==> config.mk <==
export PLATFORM = sky130hd
export DESIGN_NAME = ysyx_23060201_mem_arbiter
export DESIGN_NICKNAME = d
export VERILOG_FILES = /design/src/rtl/ysyx_23060201_mem_arbiter_pkg.sv /design/src/rtl/ysyx_23060201_arb_pick.sv /design/src/rtl/ysyx_23060201_mem_arbiter.sv
export SDC_FILE = /design/constraint.sdc
export NUM_CORES = 1
export LEC_CHECK = 0
export CAP_MARGIN = 20
export CORE_MARGIN = 2
export CORE_UTILIZATION = 31
export CTS_BUF_LIST = sky130_fd_sc_hd__clkbuf_8
export DETAILED_ROUTE_END_ITERATION = 10
export HOLD_SLACK_MARGIN = 0.12
export PLACE_DENSITY = 0.88
export SYNTH_ARGS = -nofsm -noshare
export SYNTH_HDL_FRONTEND = slang
export SYNTH_SLANG_ARGS = --single-unit
==> constraint.sdc <==
create_clock -name clk -period 2.9 [get_ports clk]
set_input_delay 0.58 -clock clk [delete_from_list [all_inputs] [get_ports clk]]
set_output_delay 0.58 -clock clk [all_outputs]
set_load 0.01 [all_outputs]
==> src/rtl/ysyx_23060201_mem_arbiter_pkg.sv <==
// Shared encodings for the IFU/LSU memory arbiter: FSM states and owner IDs.
package ysyx_23060201_mem_arbiter_pkg;

    typedef enum logic [1:0] {
        ARB_IDLE = 2'd0,
        ARB_REQ  = 2'd1,
        ARB_RESP = 2'd2
    } arb_state_e;

    localparam logic ARB_OWNER_IFU = 1'b0;
    localparam logic ARB_OWNER_LSU = 1'b1;

endpackage

==> src/rtl/ysyx_23060201_arb_pick.sv <==
// Combinational winner select for the memory arbiter.
// Define YSYX_23060201_ARB_RR_EN for round-robin; otherwise LSU has fixed priority.
module ysyx_23060201_arb_pick
    import ysyx_23060201_mem_arbiter_pkg::*;
(
    input  logic ifu_valid,
    input  logic lsu_valid,
    input  logic last_grant,
    output logic grant_ifu,
    output logic grant_lsu
);

    always_comb begin
        grant_ifu = 1'b0;
        grant_lsu = 1'b0;
`ifdef YSYX_23060201_ARB_RR_EN
        if (ifu_valid && lsu_valid) begin
            // On contention, hand the port to whoever did not win last time.
            grant_lsu = (last_grant == ARB_OWNER_IFU);
            grant_ifu = !grant_lsu;
        end else begin
            grant_ifu = ifu_valid;
            grant_lsu = lsu_valid;
        end
`else
        grant_lsu = lsu_valid;
        grant_ifu = ifu_valid && !lsu_valid;
`endif
    end

`ifndef YSYX_23060201_ARB_RR_EN
    logic unused_last_grant;
    assign unused_last_grant = last_grant;
`endif

endmodule

==> src/rtl/ysyx_23060201_mem_arbiter.sv <==
// Two-to-one IFU/LSU arbiter for the single data-memory port, one transaction at a time.
// Optional round-robin arbitration via YSYX_23060201_ARB_RR_EN (see ysyx_23060201_arb_pick).
module ysyx_23060201_mem_arbiter
    import ysyx_23060201_mem_arbiter_pkg::*;
#(
    parameter int unsigned ADDR_WIDTH = 32,
    parameter int unsigned DATA_WIDTH = 32
) (
    input  logic                    clk,
    input  logic                    rst,

    input  logic                    ifu_req_valid,
    output logic                    ifu_req_ready,
    input  logic [ADDR_WIDTH-1:0]   ifu_addr,
    output logic                    ifu_resp_valid,
    output logic [DATA_WIDTH-1:0]   ifu_rdata,

    input  logic                    lsu_req_valid,
    output logic                    lsu_req_ready,
    input  logic [ADDR_WIDTH-1:0]   lsu_addr,
    input  logic                    lsu_wen,
    input  logic [DATA_WIDTH-1:0]   lsu_wdata,
    input  logic [DATA_WIDTH/8-1:0] lsu_wmask,
    output logic                    lsu_resp_valid,
    output logic [DATA_WIDTH-1:0]   lsu_rdata,

    output logic                    mem_req_valid,
    input  logic                    mem_req_ready,
    output logic [ADDR_WIDTH-1:0]   mem_addr,
    output logic                    mem_wen,
    output logic [DATA_WIDTH-1:0]   mem_wdata,
    output logic [DATA_WIDTH/8-1:0] mem_wmask,
    input  logic                    mem_resp_valid,
    output logic                    mem_resp_ready,
    input  logic [DATA_WIDTH-1:0]   mem_rdata
);

    arb_state_e              state_q, state_d;
    logic                    owner_q;
    logic                    last_grant_q;
    logic [ADDR_WIDTH-1:0]   addr_q;
    logic                    wen_q;
    logic [DATA_WIDTH-1:0]   wdata_q;
    logic [DATA_WIDTH/8-1:0] wmask_q;

    logic grant_ifu, grant_lsu, accept;

    ysyx_23060201_arb_pick u_pick (
        .ifu_valid  (ifu_req_valid),
        .lsu_valid  (lsu_req_valid),
        .last_grant (last_grant_q),
        .grant_ifu  (grant_ifu),
        .grant_lsu  (grant_lsu)
    );

    assign accept = (state_q == ARB_IDLE) && (grant_ifu || grant_lsu);

    assign mem_addr  = addr_q;
    assign mem_wen   = wen_q;
    assign mem_wdata = wdata_q;
    assign mem_wmask = wmask_q;

    always_comb begin
        state_d        = state_q;
        ifu_req_ready  = 1'b0;
        lsu_req_ready  = 1'b0;
        mem_req_valid  = 1'b0;
        mem_resp_ready = 1'b0;
        ifu_resp_valid = 1'b0;
        lsu_resp_valid = 1'b0;
        ifu_rdata      = '0;
        lsu_rdata      = '0;
        unique case (state_q)
            ARB_IDLE: begin
                // Readys are gated by rst so nothing looks accepted while reset is held.
                ifu_req_ready = grant_ifu && !rst;
                lsu_req_ready = grant_lsu && !rst;
                if (accept) state_d = ARB_REQ;
            end
            ARB_REQ: begin
                mem_req_valid = 1'b1;
                if (mem_req_ready) state_d = ARB_RESP;
            end
            ARB_RESP: begin
                mem_resp_ready = 1'b1;
                if (mem_resp_valid) begin
                    state_d = ARB_IDLE;
                    if (owner_q == ARB_OWNER_LSU) begin
                        lsu_resp_valid = 1'b1;
                        lsu_rdata      = mem_rdata;
                    end else begin
                        ifu_resp_valid = 1'b1;
                        ifu_rdata      = mem_rdata;
                    end
                end
            end
            default: state_d = ARB_IDLE;
        endcase
    end

    always_ff @(posedge clk or posedge rst) begin
        if (rst) begin
            state_q      <= ARB_IDLE;
            owner_q      <= ARB_OWNER_IFU;
            last_grant_q <= ARB_OWNER_IFU;
            addr_q       <= '0;
            wen_q        <= 1'b0;
            wdata_q      <= '0;
            wmask_q      <= '0;
        end else begin
            state_q <= state_d;
            if (accept) begin
                owner_q      <= grant_lsu ? ARB_OWNER_LSU : ARB_OWNER_IFU;
                last_grant_q <= grant_lsu ? ARB_OWNER_LSU : ARB_OWNER_IFU;
                if (grant_lsu) begin
                    addr_q  <= lsu_addr;
                    wen_q   <= lsu_wen;
                    wdata_q <= lsu_wdata;
                    wmask_q <= lsu_wmask;
                end else begin
                    // Fetches are always reads with an empty mask.
                    addr_q  <= ifu_addr;
                    wen_q   <= 1'b0;
                    wdata_q <= '0;
                    wmask_q <= '0;
                end
            end
        end
    end

endmodule

# After elaboration in Yosys (flattened, before gate mapping)
# Index checks and enable logic that the tools add are counted.
[totals] out_inout_bits=139 inputBits=139 word_cells=45 ff_bits=72
[classes] muxes=25 n_reduce_logical=9 eq_ne=5
[op_table] operator="$mux W32" n=8
[op_table] operator="$mux W1" n=12
[op_table] operator="$mux W2" n=3
[op_table] operator="$ne A2 B2 Y1 const B" n=3
[op_table] operator="$pmux W2 S3" n=1
[op_table] operator="$logic_and A1 B1 Y1" n=4
[op_table] operator="$mux W4" n=1
[op_table] operator="$reduce_and A3 Y1" n=1
[op_table] operator="$eq A2 B1 Y1 const B" n=1
[op_table] operator="$eq A2 B2 Y1 const B" n=1
[op_table] operator="$logic_not A1 Y1" n=2
[op_table] operator="$logic_not A2 Y1" n=1
[op_table] operator="$logic_or A1 B1 Y1" n=1

# Logic depth before layout (Yosys ltp)
[logic_depth] ltp_word=6 ltp_mapped=5

# Modules after synthesis
# Synthesis repeated with hierarchy kept, for this count alone.
[hier_totals] hier_cells=276 area_unflattened_um2=3579.7
[modules_own_cells] mod="ysyx_23060201_mem_arbiter" seq_area_each_um2=1801.7 instances=1 cells_per_inst=274 area_per_inst_um2=3558.4
[modules_own_cells] mod="ysyx_23060201_arb_pick" seq_area_each_um2=0.0 instances=1 cells_per_inst=2 area_per_inst_um2=21.3

# Least setup slack after synthesis
# Ideal clock, no wire load.
[synth_timing] path_kind="input-to-output" startpoint="in rst" endpoint="out lsu_req_ready" arrival_time_ns=2.485 t_required_ns=2.320 slack_ns=-0.165 path_stages=2 path_buffers=0 cell_sequence="inv_1 and3_1"
[synth_between] elab_chain_len=3
[synth_rtl] item="start: declaration" line_no="ysyx_23060201_mem_arbiter.sv:10" source="input logic rst,"
[synth_rtl] item="$logic_not A1 Y1 (no line)"
[synth_rtl] item="$logic_and A1 B1 Y1" line_no="ysyx_23060201_mem_arbiter.sv:77" source="lsu_req_ready = grant_lsu && !rst;"
[synth_rtl] item="$mux W1" line_no="ysyx_23060201_mem_arbiter.sv:73" source="unique case (state_q)"
[synth_rtl] item="end: declaration" line_no="ysyx_23060201_mem_arbiter.sv:19" source="output logic lsu_req_ready,"
# Every way passes these cells.

# Worst setup path after layout
[layout_timing] startpoint="in mem_resp_valid" endpoint="out ifu_rdata[9]"
[layout_between] elab_chain_len=2
[layout_rtl] item="start: declaration" line_no="ysyx_23060201_mem_arbiter.sv:33" source="input logic mem_resp_valid,"
[layout_rtl] item="$mux W32" line_no="ysyx_23060201_mem_arbiter.sv:86" source="if (mem_resp_valid) begin"
[layout_rtl] item="$mux W32" line_no="ysyx_23060201_mem_arbiter.sv:73"
[layout_rtl] item="end: declaration" line_no="ysyx_23060201_mem_arbiter.sv:16" source="output logic [DATA_WIDTH-1:0] ifu_rdata,"
# Every way passes these cells.

==> flow_summary.html <==
<table>
<tr><th>Metric</th><th>Value</th></tr>
<tr><th colspan="2">Run status</th></tr>
<tr><td>Run status</td><td>completed</td></tr>
<tr><th colspan="2">Placement</th></tr>
<tr><td>Placed cell areas</td><td>6407 um^2</td></tr>
<tr><td>Total of buffers placed on input and output ports</td><td>277</td></tr>
<tr><td>RD Place Congestion</td><td>0.8040</td></tr>
<tr><td>Placed wire-length estimate after detailed placement</td><td>9.471 mm</td></tr>
<tr><td>Worst slack at placement</td><td>roughly 0.11 ns</td></tr>
<tr><th colspan="2">Global route</th></tr>
<tr><td>Antenna violations before repair</td><td>0</td></tr>
<tr><td>First-pass GRT wire length</td><td>17.24 mm</td></tr>
<tr><td>Largest net degree at the start of global routing</td><td>73</td></tr>
<tr><td>Via count of the first global-routing pass</td><td>3284</td></tr>
<tr><td>Total global routing overflow</td><td>0</td></tr>
<tr><td>Overall routing resource usage</td><td>0.1884</td></tr>
<tr><th colspan="2">Synth</th></tr>
<tr><td>Fraction of synthesized cell area in xor and xnor cells</td><td>0</td></tr>
<tr><td>Mux contribution to synthesized area</td><td>0.2056</td></tr>
<tr><td>Post-synthesis net count</td><td>approximately 410</td></tr>
<tr><td>Yosys warning count</td><td>0</td></tr>
<tr><td>Dominant combinational cell family by area after synthesis</td><td>multiplexers</td></tr>
<tr><td>Sequential cell area fraction in the yosys report</td><td>0.5139</td></tr>
<tr><td>Post-Syn Area</td><td>roughly 3500 um^2</td></tr>
<tr><td>Asr flop ratio synth</td><td>1.000</td></tr>
<tr><td>Most common flop cell mapped by yosys</td><td>sky130_fd_sc_hd__dfrtp_1</td></tr>
<tr><td>Synth unique cells</td><td>21</td></tr>
<tr><td>Post-synthesis adder-cell area fraction</td><td>0</td></tr>
<tr><td>Syn_area_per_cell</td><td>roughly 13 um^2</td></tr>
<tr><td>Compound-cell area share of the yosys netlist</td><td>0.1031</td></tr>
<tr><td>Number of flops mapped to enable cells by yosys</td><td>0</td></tr>
<tr><td>Count of mapped cells out of synthesis</td><td>274</td></tr>
<tr><td>Simple-Gate Fraction of Synth Area</td><td>0.1335</td></tr>
<tr><td>Flops &amp; latches, synth</td><td>72</td></tr>
<tr><th colspan="2">STA</th></tr>
<tr><td>Transition time at the pin with the least slew margin</td><td>0.8886 ns</td></tr>
<tr><td>Worst max-slew margin expressed relative to the limit</td><td>0.4076</td></tr>
<tr><td>Setup Skew</td><td>0.005132 ns</td></tr>
<tr><td>Final worst-path cycle share</td><td>0.9597</td></tr>
<tr><td>Final setup violating endpoints</td><td>0</td></tr>
<tr><td>Final critical-path setup slack</td><td>about 0.12 ns</td></tr>
<tr><td>Max Transition Viols Final</td><td>0</td></tr>
<tr><td>Post-Route Setup TNS</td><td>0 ns</td></tr>
<tr><td>Final min period</td><td>between 2 and 3 ns</td></tr>
<tr><td>Highest achievable clock rate</td><td>359.3 MHz</td></tr>
<tr><td>RSZ-0062 raised after global routing</td><td>false</td></tr>
<tr><td>Count of final hold-check violations</td><td>0</td></tr>
<tr><th colspan="2">Detailed routing</th></tr>
<tr><td>Detail Route met2 WL</td><td>6.340 mm</td></tr>
<tr><td>Count of routing violations after the opening detailed-route iteration</td><td>105</td></tr>
<tr><td>DRT antenna net count</td><td>0</td></tr>
<tr><td>Routed length per placed instance</td><td>roughly 17 um</td></tr>
<tr><td>Vias post-DR</td><td>3162</td></tr>
<tr><td>Wirelength, routed</td><td>between 10 and 15 mm</td></tr>
<tr><td>Number of remaining DRC errors</td><td>0</td></tr>
<tr><td>Top layer in use</td><td>met4</td></tr>
<tr><td>Per-cell via count in the routed design</td><td>between 4 and 5</td></tr>
<tr><td>Number of search-and-repair iterations in the first detailed-routing pass</td><td>4</td></tr>
<tr><td>Total routed wire length on the met1 layer</td><td>4.051 mm</td></tr>
<tr><td>Wire length on met3</td><td>between 1 and 1.5 mm</td></tr>
<tr><th colspan="2">Clock tree</th></tr>
<tr><td>Clock latency of the later-clocked register in the worst-skew pair</td><td>between 0.3 and 0.4 ns</td></tr>
<tr><td>TritonCTS clock tree</td><td>yes</td></tr>
<tr><td>Root buffer cell</td><td>sky130_fd_sc_hd__clkbuf_8</td></tr>
<tr><td>CTS max path bufs</td><td>2</td></tr>
<tr><td>Deepest level of the CTS H-tree</td><td>3</td></tr>
<tr><td>Post-CTS sizing</td><td>0</td></tr>
<tr><td>Number of clock sinks</td><td>between 70 and 80</td></tr>
<tr><td>Number of hold buffers added after CTS</td><td>0</td></tr>
<tr><td>Postcts setup bufs</td><td>0</td></tr>
<tr><td>Worst-path clk slew</td><td>0.08 ns</td></tr>
<tr><td>Num CTS Buffers</td><td>9</td></tr>
<tr><th colspan="2">Pwr</th></tr>
<tr><td>Power per standard cell area</td><td>786.5 nW/um^2</td></tr>
<tr><td>Static power due to leakage</td><td>2.722 nW</td></tr>
<tr><td>Power, Total</td><td>5.209 mW</td></tr>
<tr><td>VDD IR-drop max</td><td>508.1 uV</td></tr>
<tr><th colspan="2">Cells and area</th></tr>
<tr><td>Layout filler cell count</td><td>886</td></tr>
<tr><td>Number of diodes</td><td>0</td></tr>
<tr><td>Final Instance Area</td><td>6624 um^2</td></tr>
<tr><td>Combined area of the multi-input logic cells</td><td>roughly 1600 um^2</td></tr>
<tr><td>Layout overhead on the synthesized area</td><td>88.94%</td></tr>
<tr><td>Sequential cell area</td><td>between 1500 and 2000 um^2</td></tr>
<tr><td>Share of post-route cells with drive strength above 1</td><td>0.1679</td></tr>
<tr><td>Number of nets at the end of the flow</td><td>688</td></tr>
<tr><td>Leading cell type in the layout, fill and taps excluded</td><td>sky130_fd_sc_hd__clkdlybuf4s50_1</td></tr>
<tr><td>Commonest cells after routing, fill and taps aside</td><td>sky130_fd_sc_hd__clkdlybuf4s50_1, sky130_fd_sc_hd__dfrtp_1, sky130_fd_sc_hd__and2_1</td></tr>
<tr><th colspan="2">Critical path</th></tr>
<tr><td>Data required time of the worst path</td><td>2.32 ns</td></tr>
<tr><td>Setup slack of the worst register-to-register path</td><td>1.35 ns</td></tr>
<tr><td>Startpoint Class</td><td>input port</td></tr>
<tr><td>Cells traversed along the worst timing path</td><td>clkdlybuf4s50_1 &gt; inv_1 &gt; nor3b_4 &gt; buf_12 &gt; and2_1 &gt; clkdlybuf4s50_1</td></tr>
<tr><td>Worst reg-to-reg path cell count</td><td>5</td></tr>
<tr><td>Critical path capture point type</td><td>output pin</td></tr>
<tr><td>Data arrival time of the critical path</td><td>2.20 ns</td></tr>
<tr><td>Critical path type</td><td>input port to output pin</td></tr>
<tr><td>Worst Path Max Fanout</td><td>33</td></tr>
<tr><td>Crit path largest cell delay</td><td>between 0.5 and 0.6 ns</td></tr>
<tr><td>Most common cell type on the critical path</td><td>sky130_fd_sc_hd__clkdlybuf4s50_1</td></tr>
<tr><td>Library cell contributing the largest single delay on the critical path</td><td>sky130_fd_sc_hd__clkdlybuf4s50_1</td></tr>
<tr><th colspan="2">Flow run</th></tr>
<tr><td>MaxCap Viol Count</td><td>0</td></tr>
<tr><th colspan="2">Hold path</th></tr>
<tr><td>Worst min-delay path class</td><td>flip-flop to flip-flop</td></tr>
<tr><td>Number of cells on the worst hold path</td><td>1</td></tr>
<tr><th colspan="2">Die</th></tr>
<tr><td>Horizontal extent of the die</td><td>110.3 um</td></tr>
<tr><td>Initial Util</td><td>0.3206</td></tr>
<tr><td>Floorplan die height</td><td>~110 um</td></tr>
<tr><td>Area inside the core boundary</td><td>approximately 11000 um^2</td></tr>
<tr><td>Ports placed on the boundary</td><td>278</td></tr>
<tr><td>Die Footprint</td><td>12180 um^2</td></tr>
<tr><td># rows</td><td>38</td></tr>
</table>
-- per-layer routing --
metal	track usage	vias to the layer above
met5	0	-
met4	0.04018	0
met3	0.06290	7
met2	0.3650	164
met1	0.1954	1486
li1	-	1505
-- power breakdown --
part / internal [mW] / total (mW) / leakage, nW / switching (mW)
sequential: 1.47 / 1.74 / 0.884 / 0.266
clock: 0.468 / 0.827 / 0.109 / 0.359
combinational: 1.62 / 2.64 / 1.73 / 1.02
-- path summary, 6_finish.rpt --
path,end,start
max,ifu_rdata[9],mem_resp_valid
min,mem_addr[27],mem_addr[27]
max reg2reg,mem_wdata[9],state_q[0]
min reg2reg,mem_addr[27],mem_addr[27]
max in group asynchronous,mem_wdata[4],rst
min in group asynchronous,mem_addr[3],rst
-- layout make-up --
cell class / instances / area share
repair buffers: 285 / 0.4326
flip-flops and latches: 72 / 0.2720
multi-input cells: 178 / 0.2340
well taps: 140 / 0.02645
clock buffers: 12 / 0.02493
clock inverters: 4 / 0.007745
inverters: 3 / 0.002267
-- critical path, delay by kind of cell --
kind                   cells  cell delay, ns
buffers and inverters      4            1.26
and+or+nand+nor            2            0.35
-- cells in the mapped netlist (2+ instances only) --
master,instances,area (um^2)
sky130_fd_sc_hd__a22o_1,38,332.8
sky130_fd_sc_hd__and2_1,65,406.6
sky130_fd_sc_hd__and3_1,2,12.51
sky130_fd_sc_hd__buf_2,7,35.03
sky130_fd_sc_hd__buf_4,6,45.04
sky130_fd_sc_hd__buf_6,4,45.04
sky130_fd_sc_hd__clkbuf_1,2,7.510
sky130_fd_sc_hd__clkbuf_2,2,10.01
sky130_fd_sc_hd__dfrtp_1,72,1802
sky130_fd_sc_hd__inv_1,3,11.26
sky130_fd_sc_hd__mux2_2,63,709.4
-- through the flow --
step,hold WS [ns],std cells,utilization
finish,0.5010,694,0.6057
global route,0.5227,694,0.6057
CTS,0.5074,694,0.6057
detailed placement,0.4896,678,0.5859
global placement,0.4768,678,0.5859
floorplan,0.5235,274,-
-- flip-flops by register name (all words and copies together) (netlist names) --
signal	flops
mem_wen	1
state_q	2
mem_wmask	4
owner_q	1
mem_wdata	32
mem_addr	32
-- kinds of logic after synthesis --
kind of cell           Yosys count
and+or+nand+nor                 73
DFF                             72
muxes                           64
buffers and inverters           24
AOI/OAI and AO/OA               41
No activity file was read; power rests on OpenSTA's default activity.
